<file path="config.mk">
export PLATFORM = sky130hd
export DESIGN_NAME = bus_rr_xbar
export DESIGN_NICKNAME = d
export VERILOG_FILES = /design/src/rtl/bus_rr_xbar.sv
export SDC_FILE = /design/constraint.sdc
export NUM_CORES = 1
export LEC_CHECK = 0
export CORE_AREA = 2 2 216 218
export CTS_CLUSTER_SIZE = 30
export DETAILED_ROUTE_END_ITERATION = 7
export DIE_AREA = 0 0 218 220
export HOLD_SLACK_MARGIN = 0.03
export SYNTH_ARGS = -nofsm -noshare
export SYNTH_HDL_FRONTEND = slang
export SYNTH_SLANG_ARGS = --single-unit
</file>
<file path="constraint.sdc">
create_clock -name clk_i -period 7.4 [get_ports clk_i]
set_input_delay 1.48 -clock clk_i [delete_from_list [all_inputs] [get_ports clk_i]]
set_output_delay 1.48 -clock clk_i [all_outputs]
set_load 0.01 [all_outputs]
</file>
<file path="src/rtl/bus_rr_xbar.sv">
// N-host to M-device bus interconnect: round-robin arbitration, address decode,
// one-cycle registered responses and decode-error reporting with a saturating count.
module bus_rr_xbar #(
    parameter int NrHosts      = 2,
    parameter int NrDevices    = 2,
    parameter int DataWidth    = 32,
    parameter int AddressWidth = 32,
    parameter int ErrCntWidth  = 16
) (
    input  logic                                clk_i,
    input  logic                                rst_i,
    input  logic [NrHosts-1:0]                  host_req_i,
    input  logic [NrHosts*AddressWidth-1:0]     host_addr_i,
    input  logic [NrHosts-1:0]                  host_we_i,
    input  logic [NrHosts*(DataWidth/8)-1:0]    host_be_i,
    input  logic [NrHosts*DataWidth-1:0]        host_wdata_i,
    output logic [NrHosts-1:0]                  host_gnt_o,
    output logic [NrHosts-1:0]                  host_rvalid_o,
    output logic [NrHosts*DataWidth-1:0]        host_rdata_o,
    output logic [NrHosts-1:0]                  host_err_o,
    output logic [NrDevices-1:0]                device_req_o,
    output logic [NrDevices*AddressWidth-1:0]   device_addr_o,
    output logic [NrDevices-1:0]                device_we_o,
    output logic [NrDevices*(DataWidth/8)-1:0]  device_be_o,
    output logic [NrDevices*DataWidth-1:0]      device_wdata_o,
    input  logic [NrDevices*DataWidth-1:0]      device_rdata_i,
    input  logic [NrDevices*AddressWidth-1:0]   cfg_device_addr_base_i,
    input  logic [NrDevices*AddressWidth-1:0]   cfg_device_addr_mask_i,
    output logic [ErrCntWidth-1:0]              err_cnt_o
);
    localparam int BeWidth  = DataWidth / 8;
    localparam int HostIdxW = (NrHosts > 1) ? $clog2(NrHosts) : 1;
    localparam int DevIdxW  = (NrDevices > 1) ? $clog2(NrDevices) : 1;

    logic [HostIdxW-1:0]    rr_ptr_q, rr_ptr_d;
    logic                   rsp_valid_q, rsp_valid_d;
    logic [HostIdxW-1:0]    rsp_host_q, rsp_host_d;
    logic [DevIdxW-1:0]     rsp_dev_q, rsp_dev_d;
    logic                   rsp_we_q, rsp_we_d;
    logic                   rsp_err_q, rsp_err_d;
    logic [ErrCntWidth-1:0] err_cnt_q, err_cnt_d;

    logic                    gnt_any;
    logic                    gnt_valid;
    logic [HostIdxW-1:0]     gnt_idx;
    logic [AddressWidth-1:0] sel_addr;
    logic                    sel_we;
    logic [BeWidth-1:0]      sel_be;
    logic [DataWidth-1:0]    sel_wdata;
    logic                    dec_hit;
    logic [DevIdxW-1:0]      dec_idx;
    logic                    rsp_live;
    logic [DataWidth-1:0]    rsp_rdata;

    // Search starts at rr_ptr and wraps, so the last-granted host has lowest priority.
    always_comb begin
        gnt_any = 1'b0;
        gnt_idx = '0;
        for (int k = 0; k < NrHosts; k++) begin
            if (!gnt_any && host_req_i[(int'(rr_ptr_q) + k) % NrHosts]) begin
                gnt_any = 1'b1;
                gnt_idx = HostIdxW'((int'(rr_ptr_q) + k) % NrHosts);
            end
        end
    end

    assign gnt_valid = gnt_any && !rst_i;
    assign sel_addr  = host_addr_i[gnt_idx*AddressWidth +: AddressWidth];
    assign sel_we    = host_we_i[gnt_idx];
    assign sel_be    = host_be_i[gnt_idx*BeWidth +: BeWidth];
    assign sel_wdata = host_wdata_i[gnt_idx*DataWidth +: DataWidth];

    // Lowest-index match wins when windows overlap.
    always_comb begin
        dec_hit = 1'b0;
        dec_idx = '0;
        for (int d = 0; d < NrDevices; d++) begin
            if (!dec_hit && ((sel_addr & cfg_device_addr_mask_i[d*AddressWidth +: AddressWidth])
                             == cfg_device_addr_base_i[d*AddressWidth +: AddressWidth])) begin
                dec_hit = 1'b1;
                dec_idx = DevIdxW'(d);
            end
        end
    end

    generate
        for (genvar gi = 0; gi < NrHosts; gi++) begin : g_host_gnt
            assign host_gnt_o[gi] = gnt_valid && (gnt_idx == HostIdxW'(gi));
        end
        for (genvar gi = 0; gi < NrDevices; gi++) begin : g_dev
            assign device_req_o[gi] = gnt_valid && dec_hit && (dec_idx == DevIdxW'(gi));
            assign device_addr_o[gi*AddressWidth +: AddressWidth] = gnt_valid ? sel_addr : '0;
            assign device_we_o[gi]                                = gnt_valid && sel_we;
            assign device_be_o[gi*BeWidth +: BeWidth]             = gnt_valid ? sel_be : '0;
            assign device_wdata_o[gi*DataWidth +: DataWidth]      = gnt_valid ? sel_wdata : '0;
        end
    endgenerate

    always_comb begin
        rr_ptr_d    = rr_ptr_q;
        rsp_valid_d = 1'b0;
        rsp_host_d  = rsp_host_q;
        rsp_dev_d   = rsp_dev_q;
        rsp_we_d    = rsp_we_q;
        rsp_err_d   = rsp_err_q;
        err_cnt_d   = err_cnt_q;
        if (gnt_valid) begin
            rr_ptr_d    = (gnt_idx == HostIdxW'(NrHosts - 1)) ? '0 : gnt_idx + 1'b1;
            rsp_valid_d = 1'b1;
            rsp_host_d  = gnt_idx;
            rsp_dev_d   = dec_idx;
            rsp_we_d    = sel_we;
            rsp_err_d   = !dec_hit;
            if (!dec_hit && (err_cnt_q != '1)) begin
                err_cnt_d = err_cnt_q + 1'b1;
            end
        end
    end

    always_ff @(posedge clk_i) begin
        if (rst_i) begin
            rr_ptr_q    <= '0;
            rsp_valid_q <= 1'b0;
            rsp_host_q  <= '0;
            rsp_dev_q   <= '0;
            rsp_we_q    <= 1'b0;
            rsp_err_q   <= 1'b0;
            err_cnt_q   <= '0;
        end else begin
            rr_ptr_q    <= rr_ptr_d;
            rsp_valid_q <= rsp_valid_d;
            rsp_host_q  <= rsp_host_d;
            rsp_dev_q   <= rsp_dev_d;
            rsp_we_q    <= rsp_we_d;
            rsp_err_q   <= rsp_err_d;
            err_cnt_q   <= err_cnt_d;
        end
    end

    // Device read data is only forwarded for a mapped read; writes and errors return zero.
    assign rsp_live  = rsp_valid_q && !rst_i;
    assign rsp_rdata = (rsp_we_q || rsp_err_q) ? '0
                     : device_rdata_i[rsp_dev_q*DataWidth +: DataWidth];

    generate
        for (genvar gi = 0; gi < NrHosts; gi++) begin : g_host_rsp
            logic sel;
            assign sel                                     = rsp_live && (rsp_host_q == HostIdxW'(gi));
            assign host_rvalid_o[gi]                       = sel;
            assign host_err_o[gi]                          = sel && rsp_err_q;
            assign host_rdata_o[gi*DataWidth +: DataWidth] = sel ? rsp_rdata : '0;
        end
    endgenerate

    assign err_cnt_o = err_cnt_q;

endmodule

</file>
==> flow_metrics.tcl <==
set metrics [dict create \
    finClkSkew_ps 1.98 \
    cts_tree "built" \
    fmax_ghz 0.144 \
    slowest_stage "nand2b_2" \
    crit_family "simple AND/OR/NAND/NOR gates" \
    drt_iter0_markers 779 \
    grt_pass1_wl_mm 56.3 \
    syn_avg_cell_area_sq_um 6.41 \
    overflow 0 \
    yosys.area_share.adder 0.00237 \
    routed_wl_mm 41.1 \
    yosys.area_share.simple 0.386 \
    end_kind "output port" \
    synth_compound_area_frac 0.286 \
    cts_sinks 22 \
    worst_pin_slew_ps 969 \
    yosys_warnings 0 \
    reg2regPathDepth 11 \
    ys_types 40 \
    synth_edf_count 0 \
    numCtsBuffers 3 \
    insertion_delay_ps 260 \
    rsz0062_at_grt "no" \
    grt_antenna_before_repair 6 \
    htree_levels 1 \
    cts.path.max_buffers 2 \
    netlist_instances 822 \
    min_path_type "reg -> reg" \
    grt_pass1_vias 8253 \
    crit_cells 12 \
    synthXorXnorAreaFrac 0.00166 \
    slowest_delay_ps 580 \
    holdBufCountCts 0 \
    synth.ff_latch_count 22 \
    cp.buffers_inverters 4 \
    wl_per_cell_microns 21.8 \
    drcViolationCount 0 \
    viasPerCell 4.48 \
    cts_resized 0 \
    cp_max_fo 25 \
    slew_headroom 0.352 \
    path_class "in -> out" \
    placed_area_sq_um 11000 \
    worst_slack_ps 434 \
    nFillCells 5083 \
    ys_seq_area_frac 0.0835 \
    post-route-period-util 0.941 \
    portBuffers 559 \
    report.final.slew_viol_count 0 \
    final_common_cell "clkdlybuf4s50_1" \
    rows 79 \
    layout-drive-gt1-share 0.0705 \
    grt_usage 0.158 \
    start_kind "primary input" \
    hold_viol_final 0 \
    dr_total_vias 8450 \
    grt_max_degree 69 \
    place_ws_ps 459 \
    path_cells "clkdlybuf4s50_1, nand2b_2, buf_4, nand4_1, and3_1, nor4b_1, buf_4, nand4_1, or4_4, and2_1, nor2b_1, clkdlybuf4s50_1" \
    cp.required_ps 5920 \
    netlist_area_sq_um 5270 \
    dp_hpwl_mm 34.8 \
    synthToLayoutAreaGrowth_pct 112 \
    max-vdd-ir-drop_mv 0.0710 \
    die_h_microns 220 \
    min_period_ps 6970 \
    setup_tns_ps 0 \
    fin_worst_hold_slack_ps 470 \
    status "finished clean" \
    power_density_nw_per_um2 80.4 \
    async_flop_share 0 \
    die_w_microns 218 \
    synth_mux_area_frac 0.0724 \
    core_sq_um 45900 \
    post_cts_buffers 0 \
    fin_nets 1613 \
    detail-route-antenna-nets 0 \
    synth_flop_cell "dfxtp_1" \
    gp_congestion 0.919 \
    worstHoldPathCells 1 \
    firstDrtPassIters 5 \
    ios 560 \
    setup-violations-final 0 \
    final_cell_mix "clkdlybuf4s50_1, a21oi_1, nand2_1" \
    max_cap_violations 0 \
    leakage_uw 0.00378 \
    critical_path_arrival_ps 5490 \
    synth_top_family_by_area "simple AND/OR/NAND/NOR gates" \
    root_buffer "clkbuf_16" \
    start_util 0.115 \
    path_clk_slew_ps 60 \
    die_area_sq_um 48000 \
    synth_nets 1157 \
    final_area_sq_um 11200 \
]
-- final cells by class --
type                    count  area (sq um)  share of cell area
inverters                   8          30.0             0.00269
repair buffers            588          5830               0.523
flip-flops and latches     22           440              0.0395
well taps                 607           759              0.0681
clock inverters             1          30.0             0.00269
multi-input cells         655          3980               0.357
diodes                      2          5.00            0.000449
clock buffers               3          75.1             0.00673
-- worst reg2reg max path: stages, from the launching register on --
cell and delay, ps:
dfxtp_1 410, nand2b_2 620, buf_4 290, nand4_1 130, and3_1 250, nor4b_1 380, buf_4 200, nand4_1 150
or4_4 580, nand4_4 300, nor3_1 120, mux2_2 290
-- layer usage --
metal / global-route usage / vias up / wire length (microns)
met5: 0 / - / 39
met4: 0.0125 / 6 / 197
met3: 0.0352 / 19 / 3610
met2: 0.289 / 454 / 20700
met1: 0.196 / 4018 / 16600
li1: - / 3953 / -
-- registers in the layout, summed over array words and instances (netlist names) --
signal	count
rsp_valid_q	1
rr_ptr_q	1
rsp_err_q	1
rsp_host_q	1
rsp_we_q	1
err_cnt_o	16
rsp_dev_q	1
-- power breakdown --
| group | internal, uW | switching, uW | leakage [uW] |
|---|---|---|---|
| clock network | 108 | 47.7 | 0.0000511 |
| registers | 121 | 3.34 | 0.000179 |
| logic | 335 | 282 | 0.00355 |
| total | 564 | 333 | 0.00378 |
-- final timing paths --
kind | from | end | slack [ps]
setup / recovery | host_req_i[0] | device_req_o[1] | 430
hold / removal | rsp_dev_q$_SDFFE_PP0P_ | rsp_dev_q$_SDFFE_PP0P_ | 470
setup reg to reg | rr_ptr_q$_SDFFE_PP0P_ | err_cnt_o[5]$_SDFFE_PP0P_ | 3570
hold reg to reg | rsp_dev_q$_SDFFE_PP0P_ | rsp_dev_q$_SDFFE_PP0P_ | 470
-- synthesized netlist by cell type (all sizes together) (2+ instances only) --
cell | count | area, sq um
dfxtp | 22 | 440
inv | 8 | 30.0
nor2 | 78 | 293
nand4 | 74 | 478
or4 | 2 | 22.5
o21ai | 12 | 60.1
nor3 | 4 | 20.0
nor4 | 6 | 37.5
nor4b | 26 | 228
and3 | 43 | 269
o211ai | 64 | 531
a22o | 38 | 333
a21oi | 111 | 556
nand2 | 104 | 390
or3 | 13 | 81.3
clkbuf | 38 | 143
nand3 | 33 | 165
buf | 99 | 712
mux2 | 33 | 372
-- cells by family after synthesis --
| group | count (synthesis) |
|---|---|
| flops | 22 |
| compound gates | 229 |
| simple gates | 390 |
| mux | 34 |
| buf+inv | 145 |
| xor+xnor | 1 |
| fa+ha+maj | 1 |
-- metrics by stage --
step | total power (uW) | cells | util
after floorplan | 369 | 822 | -
after CTS | 901 | 1884 | 0.243
final | 896 | 1886 | 0.243
after detailed placement | 740 | 1880 | 0.241
after global placement | 739 | 1880 | 0.241
after global routing | 944 | 1884 | 0.243
(Power assumes the default switching activity.)
